===== src/rtl/iob_cmdrsp_bridge_pkg.sv =====
`default_nettype none
// ============================================================================
// Module   : iob_cmdrsp_bridge_pkg
// Brief    : Shared types and helpers for the command/response to IOb bridge
// Revision : 1.0 - initial release
// ============================================================================
package iob_cmdrsp_bridge_pkg;

  // Bridge sequencer states: waiting for work, or driving an IOb request
  typedef enum logic [0:0] {
    ST_IDLE  = 1'b0,
    ST_ISSUE = 1'b1
  } state_t;

  // Ceiling log2, usable in constant expressions
  function automatic int log2c(input int v);
    return $clog2(v);
  endfunction

  // Byte-offset width of one data word
  function automatic int off_w(input int data_w);
    return $clog2(data_w / 8);
  endfunction

  // Beat-count width: must hold the value MAX_BEATS itself
  function automatic int beat_w(input int max_beats);
    return $clog2(max_beats) + 1;
  endfunction

endpackage
`default_nettype wire


===== src/rtl/iob_cmdrsp_bridge_if.sv =====
`default_nettype none
// ============================================================================
// Module   : iob_cmdrsp_bridge_if
// Brief    : CPU command/response bus plus IOb native bus bundle
// Revision : 1.0 - initial release
// ============================================================================
interface iob_cmdrsp_bridge_if #(
  parameter int ADDR_W = 32,
  parameter int DATA_W = 32
);
  // CPU command channel
  logic                  cmd_valid;
  logic                  cmd_ready;
  logic                  cmd_wr;
  logic [ADDR_W-1:0]     cmd_addr;
  logic [DATA_W-1:0]     cmd_wdata;
  logic [DATA_W/8-1:0]   cmd_mask;
  logic [2:0]            cmd_size;
  // CPU response channel (no backpressure)
  logic                  rsp_valid;
  logic [DATA_W-1:0]     rsp_data;
  logic                  rsp_last;
  logic                  rsp_error;
  // IOb native bus
  logic                  iob_valid;
  logic [ADDR_W-1:0]     iob_addr;
  logic [DATA_W-1:0]     iob_wdata;
  logic [DATA_W/8-1:0]   iob_wstrb;
  logic [DATA_W-1:0]     iob_rdata;
  logic                  iob_ready;

  // Bridge view: slave on the command bus, master on IOb
  modport slave (
    input  cmd_valid, cmd_wr, cmd_addr, cmd_wdata, cmd_mask, cmd_size,
    output cmd_ready,
    output rsp_valid, rsp_data, rsp_last, rsp_error,
    output iob_valid, iob_addr, iob_wdata, iob_wstrb,
    input  iob_rdata, iob_ready
  );

  // Environment view: drives commands and answers IOb requests
  modport master (
    output cmd_valid, cmd_wr, cmd_addr, cmd_wdata, cmd_mask, cmd_size,
    input  cmd_ready,
    input  rsp_valid, rsp_data, rsp_last, rsp_error,
    input  iob_valid, iob_addr, iob_wdata, iob_wstrb,
    output iob_rdata, iob_ready
  );

endinterface
`default_nettype wire


===== src/rtl/iob_cmdrsp_bridge_fifo.sv =====
`default_nettype none
// ============================================================================
// Module   : iob_cmd_fifo
// Brief    : DEPTH-entry synchronous command FIFO, head read from storage
// Revision : 1.0 - initial release
// ============================================================================
module iob_cmd_fifo
  import iob_cmdrsp_bridge_pkg::*;
#(
  parameter int WIDTH = 8,
  parameter int DEPTH = 2
) (
  input  wire logic                   clk,
  input  wire logic                   rst,
  input  wire logic                   push,
  input  wire logic [WIDTH-1:0]       din,
  input  wire logic                   pop,
  output logic      [WIDTH-1:0]       dout,
  output logic                        full,
  output logic                        empty,
  output logic      [log2c(DEPTH):0]  count
);

  localparam int PTR_W = log2c(DEPTH);

  logic [WIDTH-1:0] r_mem [DEPTH];
  logic [PTR_W-1:0] r_wr_ptr;
  logic [PTR_W-1:0] r_rd_ptr;
  logic [PTR_W:0]   r_count;
  logic             w_do_push;
  logic             w_do_pop;

  assign full      = (r_count == (PTR_W+1)'(DEPTH));
  assign empty     = (r_count == '0);
  assign count     = r_count;
  assign dout      = r_mem[r_rd_ptr];
  assign w_do_push = push & ~full;
  assign w_do_pop  = pop & ~empty;

  // Storage array: written on accepted push, no reset needed
  always_ff @(posedge clk) begin
    if (w_do_push) begin
      r_mem[r_wr_ptr] <= din;
    end
  end

  // Pointers and occupancy; DEPTH is a power of 2 so pointers wrap naturally
  always_ff @(posedge clk or posedge rst) begin
    if (rst) begin
      r_wr_ptr <= '0;
      r_rd_ptr <= '0;
      r_count  <= '0;
    end else begin
      if (w_do_push) r_wr_ptr <= r_wr_ptr + PTR_W'(1);
      if (w_do_pop)  r_rd_ptr <= r_rd_ptr + PTR_W'(1);
      case ({w_do_push, w_do_pop})
        2'b10:   r_count <= r_count + (PTR_W+1)'(1);
        2'b01:   r_count <= r_count - (PTR_W+1)'(1);
        default: r_count <= r_count;
      endcase
    end
  end

endmodule
`default_nettype wire


===== src/rtl/iob_cmdrsp_bridge.sv =====
`default_nettype none
// ============================================================================
// Module   : iob_cmdrsp_bridge
// Brief    : Split command/response CPU bus to IOb bridge with burst expansion
// Revision : 1.0 - initial release
// ============================================================================
module iob_cmdrsp_bridge
  import iob_cmdrsp_bridge_pkg::*;
#(
  parameter int ADDR_W    = 32,
  parameter int DATA_W    = 32,
  parameter int DEPTH     = 2,
  parameter int MAX_BEATS = 8,
  parameter int WR_RSP    = 0,
  parameter int RSP_REG   = 0,
  parameter int REMAP     = 0
) (
  input  wire logic          clk,
  input  wire logic          rst,
  input  wire logic          boot,
  output logic               busy,
  iob_cmdrsp_bridge_if.slave bus
);

  localparam int STRB_W  = DATA_W / 8;
  localparam int OFF_W   = off_w(DATA_W);
  localparam int LOG_MAX = log2c(MAX_BEATS);
  localparam int BEAT_W  = beat_w(MAX_BEATS);
  localparam int CNT_W   = log2c(DEPTH) + 1;

  // One queued command; addr is already the aligned burst base
  typedef struct packed {
    logic              wr;
    logic              err;
    logic [ADDR_W-1:0] addr;
    logic [DATA_W-1:0] wdata;
    logic [STRB_W-1:0] strb;
    logic [BEAT_W-1:0] beats;
  } entry_t;

  localparam int ENTRY_W = $bits(entry_t);

  state_t             r_state;
  state_t             w_state_nxt;
  logic [BEAT_W-1:0]  r_cnt;
  logic [BEAT_W-1:0]  w_cnt_nxt;
  entry_t             w_push_entry;
  entry_t             w_head;
  logic [ENTRY_W-1:0] w_head_raw;
  logic [ADDR_W-1:0]  w_align;
  logic               w_push;
  logic               w_pop;
  logic               w_full;
  logic               w_empty;
  logic [CNT_W-1:0]   w_count;
  logic               w_issue;
  logic               w_fire;
  logic               w_final;
  logic [ADDR_W-1:0]  w_beat_addr;
  logic [ADDR_W-1:0]  w_out_addr;
  logic               w_rsp_valid;
  logic [DATA_W-1:0]  w_rsp_data;
  logic               w_rsp_last;
  logic               w_rsp_error;

  assign bus.cmd_ready = ~w_full;
  assign w_push        = bus.cmd_valid & ~w_full;
  assign w_head        = w_head_raw;

  // Build the FIFO entry: beat count, clamp flag and aligned base address
  always_comb begin
    w_push_entry       = '0;
    w_push_entry.wr    = bus.cmd_wr;
    w_push_entry.wdata = bus.cmd_wdata;
    w_push_entry.strb  = bus.cmd_wr ? bus.cmd_mask : '0;
    w_align            = {ADDR_W{1'b1}} << bus.cmd_size;
    if (bus.cmd_wr || (int'(bus.cmd_size) <= OFF_W)) begin
      w_push_entry.beats = BEAT_W'(1);
      w_push_entry.addr  = bus.cmd_addr;
    end else begin
      w_push_entry.addr = bus.cmd_addr & w_align;
      if ((int'(bus.cmd_size) - OFF_W) > LOG_MAX) begin
        w_push_entry.beats = BEAT_W'(MAX_BEATS);
        w_push_entry.err   = 1'b1;
      end else begin
        w_push_entry.beats = BEAT_W'(1) << (bus.cmd_size - 3'(OFF_W));
      end
    end
  end

  iob_cmd_fifo #(
    .WIDTH (ENTRY_W),
    .DEPTH (DEPTH)
  ) u_fifo (
    .clk   (clk),
    .rst   (rst),
    .push  (w_push),
    .din   (w_push_entry),
    .pop   (w_pop),
    .dout  (w_head_raw),
    .full  (w_full),
    .empty (w_empty),
    .count (w_count)
  );

  assign w_issue = (r_state == ST_ISSUE);
  assign w_fire  = w_issue & bus.iob_ready;
  assign w_final = (r_cnt == (w_head.beats - BEAT_W'(1)));

  // State and beat counter registers
  always_ff @(posedge clk or posedge rst) begin
    if (rst) begin
      r_state <= ST_IDLE;
      r_cnt   <= '0;
    end else begin
      r_state <= w_state_nxt;
      r_cnt   <= w_cnt_nxt;
    end
  end

  // Sequencing: a same-cycle push keeps ISSUE so the next request follows directly
  always_comb begin
    w_state_nxt = r_state;
    w_cnt_nxt   = r_cnt;
    w_pop       = 1'b0;
    case (r_state)
      ST_IDLE: begin
        if (!w_empty || w_push) w_state_nxt = ST_ISSUE;
      end
      ST_ISSUE: begin
        if (w_fire) begin
          if (w_final) begin
            w_pop     = 1'b1;
            w_cnt_nxt = '0;
            if ((w_count <= CNT_W'(1)) && !w_push) w_state_nxt = ST_IDLE;
          end else begin
            w_cnt_nxt = r_cnt + BEAT_W'(1);
          end
        end
      end
      default: w_state_nxt = ST_IDLE;
    endcase
  end

  assign w_beat_addr = w_head.addr + (ADDR_W'(r_cnt) << OFF_W);

  generate
    if (REMAP != 0) begin : g_remap
      assign w_out_addr = {~boot | w_beat_addr[ADDR_W-1], w_beat_addr[ADDR_W-2:0]};
    end else begin : g_no_remap
      logic w_unused_boot;
      assign w_unused_boot = boot;
      assign w_out_addr    = w_beat_addr;
    end
  endgenerate

  // IOb payload is forced to zero whenever no request is outstanding
  assign bus.iob_valid = w_issue;
  assign bus.iob_addr  = w_issue ? w_out_addr   : '0;
  assign bus.iob_wdata = w_issue ? w_head.wdata : '0;
  assign bus.iob_wstrb = w_issue ? w_head.strb  : '0;
  assign busy          = ~w_empty | w_issue;

  assign w_rsp_valid = w_fire & (~w_head.wr | (WR_RSP != 0));
  assign w_rsp_data  = (w_rsp_valid && !w_head.wr) ? bus.iob_rdata : '0;
  assign w_rsp_last  = w_rsp_valid & (w_head.wr | w_final);
  assign w_rsp_error = w_rsp_valid & w_head.err;

  generate
    if (RSP_REG != 0) begin : g_rsp_reg
      logic              r_rsp_valid;
      logic [DATA_W-1:0] r_rsp_data;
      logic              r_rsp_last;
      logic              r_rsp_error;
      // Response stage delayed by one cycle
      always_ff @(posedge clk or posedge rst) begin
        if (rst) begin
          r_rsp_valid <= 1'b0;
          r_rsp_data  <= '0;
          r_rsp_last  <= 1'b0;
          r_rsp_error <= 1'b0;
        end else begin
          r_rsp_valid <= w_rsp_valid;
          r_rsp_data  <= w_rsp_data;
          r_rsp_last  <= w_rsp_last;
          r_rsp_error <= w_rsp_error;
        end
      end
      assign bus.rsp_valid = r_rsp_valid;
      assign bus.rsp_data  = r_rsp_data;
      assign bus.rsp_last  = r_rsp_last;
      assign bus.rsp_error = r_rsp_error;
    end else begin : g_rsp_comb
      assign bus.rsp_valid = w_rsp_valid;
      assign bus.rsp_data  = w_rsp_data;
      assign bus.rsp_last  = w_rsp_last;
      assign bus.rsp_error = w_rsp_error;
    end
  endgenerate

endmodule
`default_nettype wire


===== src/flat_wrapper.sv =====
// flat-port wrapper written by rule: the top's interface ports become plain ports
module iob_cmdrsp_bridge_flat import iob_cmdrsp_bridge_pkg::*;
#(
  parameter int ADDR_W    = 32,
  parameter int DATA_W    = 32,
  parameter int DEPTH     = 2,
  parameter int MAX_BEATS = 8,
  parameter int WR_RSP    = 0,
  parameter int RSP_REG   = 0,
  parameter int REMAP     = 0
)
  (clk, rst, boot, busy, bus_cmd_valid, bus_cmd_wr, bus_cmd_addr, bus_cmd_wdata, bus_cmd_mask, bus_cmd_size, bus_cmd_ready, bus_rsp_valid, bus_rsp_data, bus_rsp_last, bus_rsp_error, bus_iob_valid, bus_iob_addr, bus_iob_wdata, bus_iob_wstrb, bus_iob_rdata, bus_iob_ready);
  iob_cmdrsp_bridge_if #(.ADDR_W(ADDR_W), .DATA_W(DATA_W)) bus_i ();
  input  wire logic clk;
  input  wire logic rst;
  input  wire logic boot;
  output logic busy;
  input wire logic [$bits(bus_i.cmd_valid)-1:0] bus_cmd_valid;
  input wire logic [$bits(bus_i.cmd_wr)-1:0] bus_cmd_wr;
  input wire logic [$bits(bus_i.cmd_addr)-1:0] bus_cmd_addr;
  input wire logic [$bits(bus_i.cmd_wdata)-1:0] bus_cmd_wdata;
  input wire logic [$bits(bus_i.cmd_mask)-1:0] bus_cmd_mask;
  input wire logic [$bits(bus_i.cmd_size)-1:0] bus_cmd_size;
  output wire logic [$bits(bus_i.cmd_ready)-1:0] bus_cmd_ready;
  output wire logic [$bits(bus_i.rsp_valid)-1:0] bus_rsp_valid;
  output wire logic [$bits(bus_i.rsp_data)-1:0] bus_rsp_data;
  output wire logic [$bits(bus_i.rsp_last)-1:0] bus_rsp_last;
  output wire logic [$bits(bus_i.rsp_error)-1:0] bus_rsp_error;
  output wire logic [$bits(bus_i.iob_valid)-1:0] bus_iob_valid;
  output wire logic [$bits(bus_i.iob_addr)-1:0] bus_iob_addr;
  output wire logic [$bits(bus_i.iob_wdata)-1:0] bus_iob_wdata;
  output wire logic [$bits(bus_i.iob_wstrb)-1:0] bus_iob_wstrb;
  input wire logic [$bits(bus_i.iob_rdata)-1:0] bus_iob_rdata;
  input wire logic [$bits(bus_i.iob_ready)-1:0] bus_iob_ready;
  assign bus_i.cmd_valid = bus_cmd_valid;
  assign bus_i.cmd_wr = bus_cmd_wr;
  assign bus_i.cmd_addr = bus_cmd_addr;
  assign bus_i.cmd_wdata = bus_cmd_wdata;
  assign bus_i.cmd_mask = bus_cmd_mask;
  assign bus_i.cmd_size = bus_cmd_size;
  assign bus_cmd_ready = bus_i.cmd_ready;
  assign bus_rsp_valid = bus_i.rsp_valid;
  assign bus_rsp_data = bus_i.rsp_data;
  assign bus_rsp_last = bus_i.rsp_last;
  assign bus_rsp_error = bus_i.rsp_error;
  assign bus_iob_valid = bus_i.iob_valid;
  assign bus_iob_addr = bus_i.iob_addr;
  assign bus_iob_wdata = bus_i.iob_wdata;
  assign bus_iob_wstrb = bus_i.iob_wstrb;
  assign bus_i.iob_rdata = bus_iob_rdata;
  assign bus_i.iob_ready = bus_iob_ready;
  iob_cmdrsp_bridge #(.ADDR_W(ADDR_W), .DATA_W(DATA_W), .DEPTH(DEPTH), .MAX_BEATS(MAX_BEATS), .WR_RSP(WR_RSP), .RSP_REG(RSP_REG), .REMAP(REMAP)) u_core (.clk(clk), .rst(rst), .boot(boot), .busy(busy), .bus(bus_i));
endmodule

===== config.mk =====
export PLATFORM = sky130hd
export DESIGN_NAME = iob_cmdrsp_bridge_flat
export DESIGN_NICKNAME = d
export VERILOG_FILES = /design/src/rtl/iob_cmdrsp_bridge_pkg.sv /design/src/rtl/iob_cmdrsp_bridge_if.sv /design/src/rtl/iob_cmdrsp_bridge_fifo.sv /design/src/rtl/iob_cmdrsp_bridge.sv /design/src/flat_wrapper.sv
export SDC_FILE = /design/constraint.sdc
export NUM_CORES = 1
export LEC_CHECK = 0
export CAP_MARGIN = 20
export CORE_MARGIN = 5
export CORE_UTILIZATION = 50
export CTS_BUF_LIST = sky130_fd_sc_hd__clkbuf_4
export CTS_CLUSTER_DIAMETER = 120
export DETAILED_ROUTE_END_ITERATION = 6
export PLACE_DENSITY = 0.94
export SLEW_MARGIN = 10
export SYNTH_ARGS = -nofsm -noshare
export SYNTH_HDL_FRONTEND = slang
export SYNTH_SLANG_ARGS = --single-unit

===== constraint.sdc =====
create_clock -name clk -period 5.26 [get_ports clk]
set_input_delay 1.315 -clock clk [delete_from_list [all_inputs] [get_ports clk]]
set_output_delay 1.315 -clock clk [all_outputs]
set_load 0.005 [all_outputs]

==> load_flow_metrics.sql <==
INSERT INTO impl_metrics (metric_group, metric, value, unit) VALUES
('run_status', 'outcome', 'complete, no violations', ''),
('worst_setup_path', 'crit-reg2reg-launch', 'u_core.u_fifo.r_rd_ptr', ''),
('die', 'area_of_the_placeable_core', '14590', 'µm²'),
('layout', 'multiInputGateArea', '2679', 'µm²'),
('cts', 'clock_tree_from_tritoncts', 'built', ''),
('logic_synthesis', 'post_synth.cell_area_avg', '13.03', 'µm²'),
('logic_synthesis', 'postSynthRegisterBits', '157', ''),
('timing', 'fmaxAchievable', '197.6', 'MHz'),
('die', 'initial_core_util', '51.28', '%'),
('cts', 'clockRootBuffer', 'clkbuf_4', ''),
('timing', 'worst_clock_skew', '0.02405', 'ns'),
('worst_setup_path', 'endpoint', 'bus_iob_addr[30]', ''),
('logic_synthesis', 'yosys.cell_count.top_type', 'edfxtp_1', ''),
('worst_setup_path', 'cp-start-kind', 'flop', ''),
('timing', 'fin_crit_sh', '96.23', '%'),
('layout', 'num-fill-cells', '1033', ''),
('routing', 'violation_count_after_the_first_detailed_routing_iteration', '260', ''),
('die', 'die_height', '132.3', 'µm'),
('die', 'row_count', '44', ''),
('logic_synthesis', 'post_synth_most_frequent_cells', 'edfxtp_1, mux2i_1, nor2_1', ''),
('layout', 'seqCellArea', '4673', 'µm²'),
('routing', 'route.detailed.drc', '0', ''),
('die', 'die_width', '132.3', 'µm'),
('placement', 'numPortBuffers', '213', ''),
('logic_synthesis', 'netlist_area', '7481', 'µm²'),
('global_routing', 'grt_first_pass_wirelength', '27.21', 'mm'),
('logic_synthesis', 'post_synth_inst_count', '574', ''),
('power_and_ir_drop', 'power.leakage', '3.732', 'nW'),
('die', 'floorplan.io_pins', '215', ''),
('logic_synthesis', 'post_synth_main_area_contributors', 'edfxtp_1, mux2i_1, and2_1', ''),
('placement', 'place_worst_setup_slack', '0.6227', 'ns'),
('timing', 'maxSlewHeadroom', '31.52', '%'),
('placement', 'routabilityCongestion', '0.8704', ''),
('logic_synthesis', 'mappedNetlistNets', '697', ''),
('cts', 'cts_hold_buf', '0', ''),
('worst_setup_path', 'data_arrival_time_of_the_worst_path', '3.75', 'ns'),
('timing', 'slew_viol_final', '0', ''),
('logic_synthesis', 'synth-async-reset-ratio', '5.732', '%'),
('worst_setup_path', 'worstSetupEndpointType', 'output pin', ''),
('min_path', 'min-delay-path-class', 'flop to flop', ''),
('die', 'floorplan.die_area', '17510', 'µm²'),
('logic_synthesis', 'post_synth_num_cell_types', '53', ''),
('cts', 'max-clock-path-buffers', '2', ''),
('routing', 'finalWirelength', '17.59', 'mm'),
('power_and_ir_drop', 'vdd_drop_max', '0.2895', 'mV'),
('cts', 'clock_sink_count', '157', ''),
('worst_setup_path', 'r2r.worst_path.cells', '10', ''),
('cts', 'clock_latency', '0.54', 'ns'),
('worst_setup_path', 'worstPathRequired', '3.94', 'ns'),
('global_routing', 'globalRoute.totalOverflow', '0', ''),
('layout', 'share_of_layout_cells_above_drive_strength_1', '8.005', '%'),
('power_and_ir_drop', 'total_power_per_unit_cell_area', '492.7', 'nW/µm²'),
('cts', 'number_of_buffers_created_by_cts', '17', ''),
('layout', 'flow.area_growth_from_synthesis', '36.31', '%'),
('routing', 'firstDrtPassIters', '4', ''),
('global_routing', 'grt_max_degree', '75', ''),
('placement', 'place_hpwl', '12.68', 'mm'),
('global_routing', 'grt_antenna_before_repair', '0', ''),
('timing', 'whs', '0.5336', 'ns'),
('power_and_ir_drop', 'p_total', '5.025', 'mW'),
('timing', 'post_route_setup_slack', '0.1984', 'ns'),
('timing', 'period_minus_slack', '5.062', 'ns'),
('global_routing', 'number_of_global_route_vias_before_repair', '5471', ''),
('worst_setup_path', 'path_class', 'flop to output pin', ''),
('routing', 'vias_per_cell', '5.408', ''),
('logic_synthesis', 'dominantRegCellSynth', 'edfxtp_1', ''),
('logic_synthesis', 'yosys_warnings', '0', ''),
('routing', 'dr_total_vias', '5386', ''),
('run', 'max_cap_violations', '0', ''),
('cts', 'clk_pin_slew_worst_setup_hold_paths', '0.13', 'ns'),
('timing', 'max_slew.worst_pin.slew', '1.027', 'ns');
[worst max-delay path, cell delays in order (launching register included)]
cell and delay [ns]:
dfrtp_4 0.56, mux2_2 0.26, ha_1 0.18, inv_1 0.06, fa_1 0.42, nand2b_1 0.20, a21oi_1 0.18, nand4_1 0.15
buf_4 0.21, nor4_2 0.24, mux2i_1 0.22, clkdlybuf4s50_1 0.52
[worst min path at each step]
stage                                      start                     end  slack, ns  cells after the start
after floorplan           u_core.u_fifo.r_wr_ptr  u_core.u_fifo.r_wr_ptr       0.46                      1
after global placement    u_core.u_fifo.count[0]  u_core.u_fifo.count[0]       0.50                      1
after detailed placement  u_core.u_fifo.count[0]  u_core.u_fifo.count[0]       0.50                      1
after CTS                 u_core.u_fifo.count[0]  u_core.u_fifo.count[0]       0.53                      1
after global routing      u_core.u_fifo.count[0]  u_core.u_fifo.count[0]       0.55                      1
final                     u_core.u_fifo.count[0]  u_core.u_fifo.count[0]       0.53                      1
[cells in the final DEF (no fill, tap or decap), types with 7 or more instances in the layout]
cell,synthesis,layout
mux2i_1,66,66
xnor2_1,12,12
o21ai_0,10,10
and2_1,41,41
dfrtp_1,9,8
nor3_1,14,14
nor2_1,59,58
buf_4,2,14
nand2_1,32,32
clkbuf_4,0,18
ha_1,13,13
edfxtp_1,148,148
clkdlybuf4s50_1,0,213
a21oi_1,10,10
o21a_1,7,7
nand3_1,16,16
nand4_1,7,7
inv_1,12,12
[registers in the layout, indices dropped and copies added, names as in the netlist]
signal                  flops
u_core.u_fifo.r_rd_ptr      1
u_core.r_cnt                4
u_core.u_fifo.r_mem       148
u_core.u_fifo.count         2
u_core.bus.iob_valid        1
u_core.u_fifo.r_wr_ptr      1
[metrics by stage]
step	setup TNS, ns	instances	area (µm²)
global placement	0	958	9827
CTS	0	991	10160
global route	-0.02631	996	10200
finish	0	996	10200
floorplan	0	574	7481
detailed placement	0	959	9847
[power by group]
part	switching [mW]	total [mW]	internal [mW]
registers	0.146	1.86	1.72
clock network	0.421	0.757	0.336
logic	1.14	2.40	1.26
[per-layer routing]
| metal | vias to the layer above | track usage, % | routed length, µm |
|---|---|---|---|
| met1 | 2561 | 22.71 | 6927 |
| li1 | 2600 | - | - |
| met5 | - | 0 | 0 |
| met2 | 190 | 33.41 | 8993 |
| met4 | 0 | 8.145 | 422 |
| met3 | 35 | 5.573 | 1245 |
[repair_timing]
item,4_1_cts,5_1_grt
setup buffers,0,5
pin swaps,1,0
gates resized for setup,2,1
endpoints found under the setup margin,2,8
[kinds of logic (layout without fill, tap and decap cells)]
family | Yosys count | in the layout | synth area share (%)
simple gates | 211 | 211 | 14.82
flops | 157 | 157 | 62.42
mux | 74 | 74 | 10.14
compound gates | 65 | 65 | 6.038
buf+inv | 36 | 274 | 2.157
xor+xnor | 17 | 17 | 1.990
fa+ha+maj | 14 | 14 | 2.442
[layout make-up]
cell class | instances | area share [%]
clock buffer | 18 | 1.325
clock inverter | 14 | 1.595
inverter | 13 | 0.4785
multi-input combinational | 381 | 26.27
sequential | 157 | 45.83
tap | 184 | 2.258
timing repair buffer | 229 | 22.25
Power figures use the tool's default switching activity.
